File: src/rtl/ddr_cmd_issue_if.sv
`default_nettype none
// ============================================================================
// Module   : ddr_cmd_issue_if
// Brief    : Host request handshake bundle for the DDR4 command issuer.
// Revision : 1.0 - initial release
// ============================================================================
interface ddr_cmd_issue_if;
    logic        req_valid;
    logic [1:0]  req_cmd;
    logic [1:0]  req_bg;
    logic [1:0]  req_ba;
    logic [16:0] req_addr;
    logic        req_ready;

    modport master (
        output req_valid, req_cmd, req_bg, req_ba, req_addr,
        input  req_ready
    );

    modport slave (
        input  req_valid, req_cmd, req_bg, req_ba, req_addr,
        output req_ready
    );
endinterface
`default_nettype wire

File: src/rtl/ddr_cmd_issue.sv
`default_nettype none
// ============================================================================
// Module   : ddr_cmd_issue
// Brief    : DDR4 command pin driver: init passthrough, host commands, refresh.
// Revision : 1.0 - initial release
// ============================================================================
module ddr_cmd_issue #(
    parameter int T_REFI = 6240,
    parameter int T_RP   = 11,
    parameter int T_RFC  = 208
) (
    input  wire               clock_t,
    input  wire               reset_n,
    input  wire               mrs_rdy,
    input  wire               des_rdy,
    input  wire               zqcl_rdy,
    input  wire               config_done,
    input  wire  [18:0]       mode_reg,
    ddr_cmd_issue_if.slave    host,
    output logic              cs_n,
    output logic              act_n,
    output logic              ras_n_a16,
    output logic              cas_n_a15,
    output logic              we_n_a14,
    output logic [1:0]        bg,
    output logic [1:0]        ba,
    output logic [13:0]       addr,
    output logic              ref_busy
);

    localparam logic [2:0] S_INIT     = 3'd0;
    localparam logic [2:0] S_IDLE     = 3'd1;
    localparam logic [2:0] S_PREA     = 3'd2;
    localparam logic [2:0] S_WAIT_RP  = 3'd3;
    localparam logic [2:0] S_REF      = 3'd4;
    localparam logic [2:0] S_WAIT_RFC = 3'd5;

    // {cs_n, act_n, ras_n, cas_n, we_n}
    localparam logic [4:0] c_CMD_DES  = 5'b11111;
    localparam logic [4:0] c_CMD_MRS  = 5'b01000;
    localparam logic [4:0] c_CMD_REF  = 5'b01001;
    localparam logic [4:0] c_CMD_PRE  = 5'b01010;
    localparam logic [4:0] c_CMD_RD   = 5'b01101;
    localparam logic [4:0] c_CMD_WR   = 5'b01100;
    localparam logic [4:0] c_CMD_ZQCL = 5'b01110;
    localparam logic [13:0] c_A10     = 14'h0400;

    localparam int c_WAIT_MAX = (T_RP > T_RFC) ? T_RP : T_RFC;
    localparam int c_WAIT_W   = ($clog2(c_WAIT_MAX + 1) > 8) ? $clog2(c_WAIT_MAX + 1) : 8;
    localparam logic [c_WAIT_W-1:0] c_RP_LAST  = c_WAIT_W'(T_RP - 1);
    localparam logic [c_WAIT_W-1:0] c_RFC_LAST = c_WAIT_W'(T_RFC - 1);
    localparam logic [12:0] c_REFI      = 13'(T_REFI);
    localparam logic [12:0] c_REFI_LAST = 13'(T_REFI - 1);

    logic [2:0]          r_state;
    logic [2:0]          w_next_state;
    logic [12:0]         r_ref_cnt;
    logic [c_WAIT_W-1:0] r_wait_cnt;
    logic                w_ref_due;
    logic                w_wait_done;
    logic                w_req_ready;
    logic                w_ref_busy;
    logic [4:0]          w_cmd;
    logic [1:0]          w_bg;
    logic [1:0]          w_ba;
    logic [13:0]         w_addr;
    logic                w_unused;

    // DES requests need no action: idle pins already encode DES.
    assign w_unused = ^{des_rdy, mode_reg[18], mode_reg[14]};

    assign w_ref_due   = (r_ref_cnt == c_REFI_LAST) || (r_ref_cnt >= c_REFI);
    assign w_wait_done = ((r_state == S_WAIT_RP)  && (r_wait_cnt == c_RP_LAST)) ||
                         ((r_state == S_WAIT_RFC) && (r_wait_cnt == c_RFC_LAST));

    always_ff @(posedge clock_t or negedge reset_n) begin
        if (!reset_n) begin
            r_state <= S_INIT;
        end else begin
            r_state <= w_next_state;
        end
    end

    always_comb begin
        w_next_state = r_state;
        case (r_state)
            S_INIT:     if (config_done) w_next_state = S_IDLE;
            S_IDLE:     if (w_ref_due)   w_next_state = S_PREA;
            S_PREA:                      w_next_state = S_WAIT_RP;
            S_WAIT_RP:  if (w_wait_done) w_next_state = S_REF;
            S_REF:                       w_next_state = S_WAIT_RFC;
            S_WAIT_RFC: if (w_wait_done) w_next_state = S_IDLE;
            default:                     w_next_state = S_INIT;
        endcase
    end

    always_comb begin
        w_req_ready = 1'b0;
        w_ref_busy  = 1'b0;
        w_cmd       = c_CMD_DES;
        w_bg        = 2'b00;
        w_ba        = 2'b00;
        w_addr      = 14'h0000;
        case (r_state)
            S_INIT: begin
                if (mrs_rdy) begin
                    w_cmd  = c_CMD_MRS;
                    w_bg   = {1'b0, mode_reg[17]};
                    w_ba   = mode_reg[16:15];
                    w_addr = mode_reg[13:0];
                end else if (zqcl_rdy) begin
                    w_cmd  = c_CMD_ZQCL;
                    w_addr = c_A10;
                end
            end
            S_IDLE: begin
                // A due refresh blocks acceptance so the host keeps its request.
                w_req_ready = !w_ref_due;
                if (host.req_valid && !w_ref_due) begin
                    w_bg   = host.req_bg;
                    w_ba   = host.req_ba;
                    w_addr = host.req_addr[13:0];
                    case (host.req_cmd)
                        2'b00:   w_cmd = {2'b00, host.req_addr[16:14]};
                        2'b01:   w_cmd = c_CMD_RD;
                        2'b10:   w_cmd = c_CMD_WR;
                        default: w_cmd = c_CMD_PRE;
                    endcase
                end
            end
            S_PREA: begin
                w_ref_busy = 1'b1;
                w_cmd      = c_CMD_PRE;
                w_addr     = c_A10;
            end
            S_WAIT_RP:  w_ref_busy = 1'b1;
            S_REF: begin
                w_ref_busy = 1'b1;
                w_cmd      = c_CMD_REF;
            end
            S_WAIT_RFC: w_ref_busy = 1'b1;
            default: ;
        endcase
    end

    assign host.req_ready = w_req_ready;
    assign ref_busy       = w_ref_busy;

    always_ff @(posedge clock_t or negedge reset_n) begin
        if (!reset_n) begin
            r_ref_cnt <= 13'd0;
        end else if ((r_state == S_INIT) || (r_state == S_REF)) begin
            r_ref_cnt <= 13'd0;
        end else if (r_ref_cnt < c_REFI) begin
            r_ref_cnt <= r_ref_cnt + 13'd1;
        end
    end

    always_ff @(posedge clock_t or negedge reset_n) begin
        if (!reset_n) begin
            r_wait_cnt <= '0;
        end else if (((r_state == S_WAIT_RP) || (r_state == S_WAIT_RFC)) && !w_wait_done) begin
            r_wait_cnt <= r_wait_cnt + c_WAIT_W'(1);
        end else begin
            r_wait_cnt <= '0;
        end
    end

    always_ff @(posedge clock_t or negedge reset_n) begin
        if (!reset_n) begin
            {cs_n, act_n, ras_n_a16, cas_n_a15, we_n_a14} <= c_CMD_DES;
            bg   <= 2'b00;
            ba   <= 2'b00;
            addr <= 14'h0000;
        end else begin
            {cs_n, act_n, ras_n_a16, cas_n_a15, we_n_a14} <= w_cmd;
            bg   <= w_bg;
            ba   <= w_ba;
            addr <= w_addr;
        end
    end

endmodule
`default_nettype wire
File: src/flat_wrapper.sv
// flat-port wrapper written by rule: the top's interface ports become plain ports
module ddr_cmd_issue_flat 
#(
    parameter int T_REFI = 6240,
    parameter int T_RP   = 11,
    parameter int T_RFC  = 208
)
  (clock_t, reset_n, mrs_rdy, des_rdy, zqcl_rdy, config_done, mode_reg, cs_n, act_n, ras_n_a16, cas_n_a15, we_n_a14, bg, ba, addr, ref_busy, host_req_valid, host_req_cmd, host_req_bg, host_req_ba, host_req_addr, host_req_ready);
  ddr_cmd_issue_if host_i ();
  input  wire clock_t;
  input  wire reset_n;
  input  wire mrs_rdy;
  input  wire des_rdy;
  input  wire zqcl_rdy;
  input  wire config_done;
  input  wire  [18:0] mode_reg;
  output logic cs_n;
  output logic act_n;
  output logic ras_n_a16;
  output logic cas_n_a15;
  output logic we_n_a14;
  output logic [1:0] bg;
  output logic [1:0] ba;
  output logic [13:0] addr;
  output logic ref_busy;
  input wire logic [$bits(host_i.req_valid)-1:0] host_req_valid;
  input wire logic [$bits(host_i.req_cmd)-1:0] host_req_cmd;
  input wire logic [$bits(host_i.req_bg)-1:0] host_req_bg;
  input wire logic [$bits(host_i.req_ba)-1:0] host_req_ba;
  input wire logic [$bits(host_i.req_addr)-1:0] host_req_addr;
  output wire logic [$bits(host_i.req_ready)-1:0] host_req_ready;
  assign host_i.req_valid = host_req_valid;
  assign host_i.req_cmd = host_req_cmd;
  assign host_i.req_bg = host_req_bg;
  assign host_i.req_ba = host_req_ba;
  assign host_i.req_addr = host_req_addr;
  assign host_req_ready = host_i.req_ready;
  ddr_cmd_issue #(.T_REFI(T_REFI), .T_RP(T_RP), .T_RFC(T_RFC)) u_core (.clock_t(clock_t), .reset_n(reset_n), .mrs_rdy(mrs_rdy), .des_rdy(des_rdy), .zqcl_rdy(zqcl_rdy), .config_done(config_done), .mode_reg(mode_reg), .host(host_i), .cs_n(cs_n), .act_n(act_n), .ras_n_a16(ras_n_a16), .cas_n_a15(cas_n_a15), .we_n_a14(we_n_a14), .bg(bg), .ba(ba), .addr(addr), .ref_busy(ref_busy));
endmodule
File: config.mk
export PLATFORM = sky130hd
export DESIGN_NAME = ddr_cmd_issue_flat
export DESIGN_NICKNAME = d
export VERILOG_FILES = /design/src/rtl/ddr_cmd_issue_if.sv /design/src/rtl/ddr_cmd_issue.sv /design/src/flat_wrapper.sv
export SDC_FILE = /design/constraint.sdc
export NUM_CORES = 1
export LEC_CHECK = 0
export CAP_MARGIN = 20
export CORE_MARGIN = 2
export CORE_UTILIZATION = 60
export DETAILED_ROUTE_END_ITERATION = 10
export DONT_BUFFER_PORTS = 1
export PLACE_DENSITY = 0.81
export SYNTH_ARGS = -nofsm -noshare
export SYNTH_HDL_FRONTEND = slang
export SYNTH_SLANG_ARGS = --single-unit
File: constraint.sdc
create_clock -name clock_t -period 2.65 [get_ports clock_t]
set_input_delay 0.1325 -clock clock_t [delete_from_list [all_inputs] [get_ports clock_t]]
set_output_delay 0.1325 -clock clock_t [all_outputs]
set_load 0.02 [all_outputs]
# Word-level counts from Yosys, hierarchy flattened
# Index checks and enable logic that the tools add are counted.
# totals
ff_bits	47
input_bits	49
output_inout_bits	25
elab_cells	69
# classes
add_sub_neg	2
order_cmp	2
eq_ne	14
muxes	25
n_reduce_logical	15
# op_table
operator	count
$pmux 14 s3	1
$mux 14	2
$mux 13	2
$pmux 5 s4	1
$pmux 3 s6	1
$mux 5	3
$add 13x1->13 const B	1
$eq 13x13->1 const B	1
$ge 13x13->1 const B	1
$lt 13x13->1 const B	1
$mux 3	4
$pmux 4 s3	1
$mux 11	1
$add 8x1->8 const B	1
$eq 8x4->1 const B	1
$eq 8x8->1 const B	1
$mux 8	1
$pmux 2 s2	2
$eq 3x2->1 const B	2
$eq 3x3->1 const B	2
$mux 2	3
$ne 2x1->1 const B	3
$logic_and 1x1->1	4
$logic_or 1x1->1	4
other kinds (11)	14

# Depth between registers and ports, before layout
# logic_depth
depth_word	6
mapped_depth	8

# Least setup slack after synthesis
# No wires, ideal clock.
# synth_path
kind	register to register
from	register u_core.r_ref_cnt[1]
to	register u_core.addr[0]
arrival_ns	1.990
setup_slack_ns	0.595
stages_incl_launch_ff	9
n_path_buf	2
period_less_slack_ns	2.055
cell_sequence	dfrtp_1 -> ha_1 -> a41oi_1 -> o22ai_1 -> nor2_1 -> and2_1 -> buf_4 -> buf_4 -> a22o_1
# synth_via
elab_chain_len	6
word_cells_on_any_way	7
# synth_lines
item	line_no	text
start, declared	ddr_cmd_issue.sv:57	logic [12:0] r_ref_cnt;
start signal, assigned	ddr_cmd_issue.sv:155	r_ref_cnt <= r_ref_cnt + 13'd1;
$ge 13x13->1 or $eq 13x13->1 (tied branches)	ddr_cmd_issue.sv:72	assign w_ref_due = (r_ref_cnt == c_REFI_LAST) || (r_ref_cnt >= c_REFI);
$logic_or 1x1->1 (*)	ddr_cmd_issue.sv:72	
$logic_not 1->1 (*)	ddr_cmd_issue.sv:119	if (host.req_valid && !w_ref_due) begin
$logic_and 1x1->1 (*)	ddr_cmd_issue.sv:119	
$mux 14 (*)	ddr_cmd_issue.sv:119	
$pmux 14 s3 (*)	ddr_cmd_issue.sv:104	case (r_state)
net u_core.w_addr[0]	ddr_cmd_issue.sv:66	logic [13:0] w_addr;
end signal, assigned	ddr_cmd_issue.sv:179	addr <= w_addr;
end, declared	ddr_cmd_issue.sv:27	output logic [13:0] addr,
# The timed path passes the listed nets; every way through them passes the cells marked *.
# A chain may end at the register's enable or synchronous reset.

# Worst setup path after layout
# layout_path
from	register u_core.r_ref_cnt[0]
to	register u_core.addr[12]
# Same word-level chain as after synthesis.

==> impl_metrics.yaml <==
floorplan:
  die_y_um: 67.3
  start_util: 0.641
  core_region_area_mm2: 0.00374
  dieArea_mm2: 0.00452
  die_x_um: 67.3
  ioPinCount: 74
  placementRows: 22
final_layout:
  instances_no_fill: 318
  area_growth_pct: 19.1
  n_fill_cell: 253
  regArea_mm2: 0.00118
  multi_input_area_mm2: 0.00112
  utilization: 0.764
  final_area_mm2: 0.00286
  drive_gt1_frac: 0.104
  nNetsFinal: 326
min_path:
  min_to: "u_core.ba[1]"
  hold_path_depth: 2
  min_from: "mode_reg[16]"
  hp-class: "input pin to flip-flop"
clock_network:
  cts_inserted_buffers: 5
  cts.path.max_buffers: 2
  postCtsSetupBuffers: 0
  cts_root_buffer: "clkbuf_8"
  clkLatencyLatePin_ps: 300
  clock_sinks: 47
  ctsHoldBuffers: 32
  cts_resized: 0
  clk_pin_slew_worst_paths_ps: 80
  cts_tree: "done"
  htree_levels: 2
setup_path:
  cp_slowest_stage_delay_ps: 560
  r2r_cells: 6
  crit_buf_inv: 0
  critPathLaunchType: "flip-flop"
  r2r_slack_ps: 280
  cp-end-kind: "flip-flop"
  cp.required_ps: 2880
  worst_path_dominant_cell_family: "compound AO/OA/AOI/OAI gates"
  slowest_stage: "and2_1"
  critical_path_class: "flip-flop to flip-flop"
  cp.arrival_ps: 2590
  r2r_end: "u_core.addr[12]"
  path_cells: "ha_1 -> a41oi_1 -> o22ai_1 -> nor2_1 -> and2_1 -> a22o_1"
  r2r-start: "u_core.r_ref_cnt[0]"
  cp_max_fo: 17
global_routing:
  grt_max_degree: 48
  grt_pass1_vias: 1938
  antenna_found_initial: 0
  grt_usage: 0.290
  overflow: 0
  grt_pass1_wl_um: 9500
sta:
  period_minus_slack_ps: 2370
  finClkSkew_ps: 10.3
  fin_hold_ws_ps: 91.8
  worst_pin_slew_ps: 641
  fin_crit_sh: 0.894
  slew_violations: 0
  fmax_ghz: 0.422
  max_slew_margin: 0.573
  setup_viol: 0
  final_hold_viol_count: 0
  timing.final.ws_setup_ps: 282
  rsz0062_at_grt: "false"
  setup-tns-final_ps: 0
logic_synthesis:
  async_flop_share: 1.00
  synth.top_cell.area_share: 0.438
  yosysWarnings: 0
  synth_edf_count: 0
  ys_types: 47
  synth_flop_cell: "dfrtp_1"
  synth_top_area_cell: "dfrtp_1"
  synth_area_leaders: "dfrtp_1 (44%), dfstp_2 (5.5%), nor2_1 (5.3%), a22o_1 (4.7%), xor2_1 (4.7%)"
  seq_area_frac_synth: 0.492
  avgSynthCellArea_um2: 10.2
  syn_inst: 236
  synth_seq_cells: 47
  synth_area_mm2: 0.00240
  syn_nets: 294
power_and_ir_drop:
  finalPower_mw: 2.01
  power.leakage_nw: 1.28
  ir_drop_v: 0.000388
  p_per_area_mw_per_mm2: 703
drt:
  first_pass_iters: 4
  drc: 0
  dr.first_iter.drc_count: 225
  wl_per_cell_um: 18.8
  wl_um: 5990
  via_per_inst: 6.05
  vias: 1923
  antenna_left: 0
place:
  placed_area_mm2: 0.00243
  io_buffers: 0
  gp_congestion: 0.821
  pre_cts_slack_ps: 372
  dp_hpwl_um: 3550
  post-place-cells: 277
flow_run:
  cap_violations: 0
outcome:
  status: "completed"
report_power, final:
group	switching, mW	leakage [nW]	internal (mW)
sequential	0.247	0.616	0.869
clock	0.225	0.0412	0.184
combinational	0.276	0.627	0.210
total	0.748	1.28	1.26
routing by layer:
| layer | GRT usage | up-vias | share of wire |
|---|---|---|---|
| met2 | 0.510 | 89 | 0.55 |
| li1 | - | 903 | - |
| met5 | 0 | - | 0 |
| met3 | 0.0633 | 10 | 0.069 |
| met1 | 0.346 | 921 | 0.36 |
| met4 | 0.110 | 0 | 0.016 |
state kept, by name, summed over array words and instances, names as in the netlist:
signal	cells
u_core.ba	2
u_core.addr	14
u_core.act_n	1
u_core.r_wait_cnt	8
u_core.cas_n_a15	1
u_core.bg	2
u_core.ras_n_a16	1
u_core.cs_n	1
u_core.r_state	3
u_core.r_ref_cnt	13
u_core.we_n_a14	1
worst max-delay path by stage:
stage	startpoint	to	slack [ps]	cells after the start
floorplan	u_core.r_ref_cnt[1]	u_core.addr[0]	590	8
detailed placement	u_core.r_ref_cnt[0]	u_core.addr[6]	370	6
CTS	u_core.r_ref_cnt[0]	u_core.bg[1]	360	6
global route	u_core.r_ref_cnt[0]	u_core.addr[12]	80	6
finish	u_core.r_ref_cnt[0]	u_core.addr[12]	280	6
global placement	u_core.r_ref_cnt[0]	u_core.ba[0]	430	6
Yosys cell counts, types with 2 or more instances:
cell type and instances:
and3_1 9, xnor2_1 3, buf_4 2, o22ai_1 2
a21oi_1 9, o221ai_1 3, inv_1 10, dfstp_2 5
and2_1 2, clkbuf_1 7, nor3_1 2, o21ai_0 6
o21ai_1 2, a31o_2 3, nor2_1 34, nand3_1 6
nand3b_1 2, dfrtp_1 42, nor2b_1 2, nand2_1 16
xor2_1 13, nand4_1 10, ha_1 9, a22o_1 13
o31ai_1 2
placed cells by master (no fill, tap or decap), types with 9 or more instances in the layout:
cell type	Yosys	layout
nand2_1	16	16
dlygate4sd3_1	0	31
a21oi_1	9	9
xor2_1	13	13
a22o_1	13	13
inv_1	10	10
ha_1	9	9
nand4_1	10	10
and3_1	9	9
dfrtp_1	42	42
nor2_1	34	34
area by class of cell:
cell class,count,share of cell area
Antenna cell,1,0.000875
Clock buffer,6,0.0254
Clock inverter,2,0.00438
Inverter,10,0.0131
Multi-Input combinational cell,168,0.393
Sequential cell,47,0.414
Tap cell,48,0.0210
Timing Repair Buffer,36,0.129
worst register-to-register path, cell delays in order, from the launching register on:
cell     delay [ps]
dfrtp_1         490
ha_1            350
a41oi_1         320
o22ai_1         170
nor2_1          170
and2_1          560
a22o_1          260
logic make-up after synthesis:
family / Yosys count / synth area share
compound gates: 53 / 0.170
xor+xnor: 16 / 0.0584
fa+ha+maj: 9 / 0.0469
buf+inv: 21 / 0.0396
flops: 47 / 0.492
mux: 1 / 0.00417
simple gates: 89 / 0.189
No activity file was read; power rests on OpenSTA's default activity.
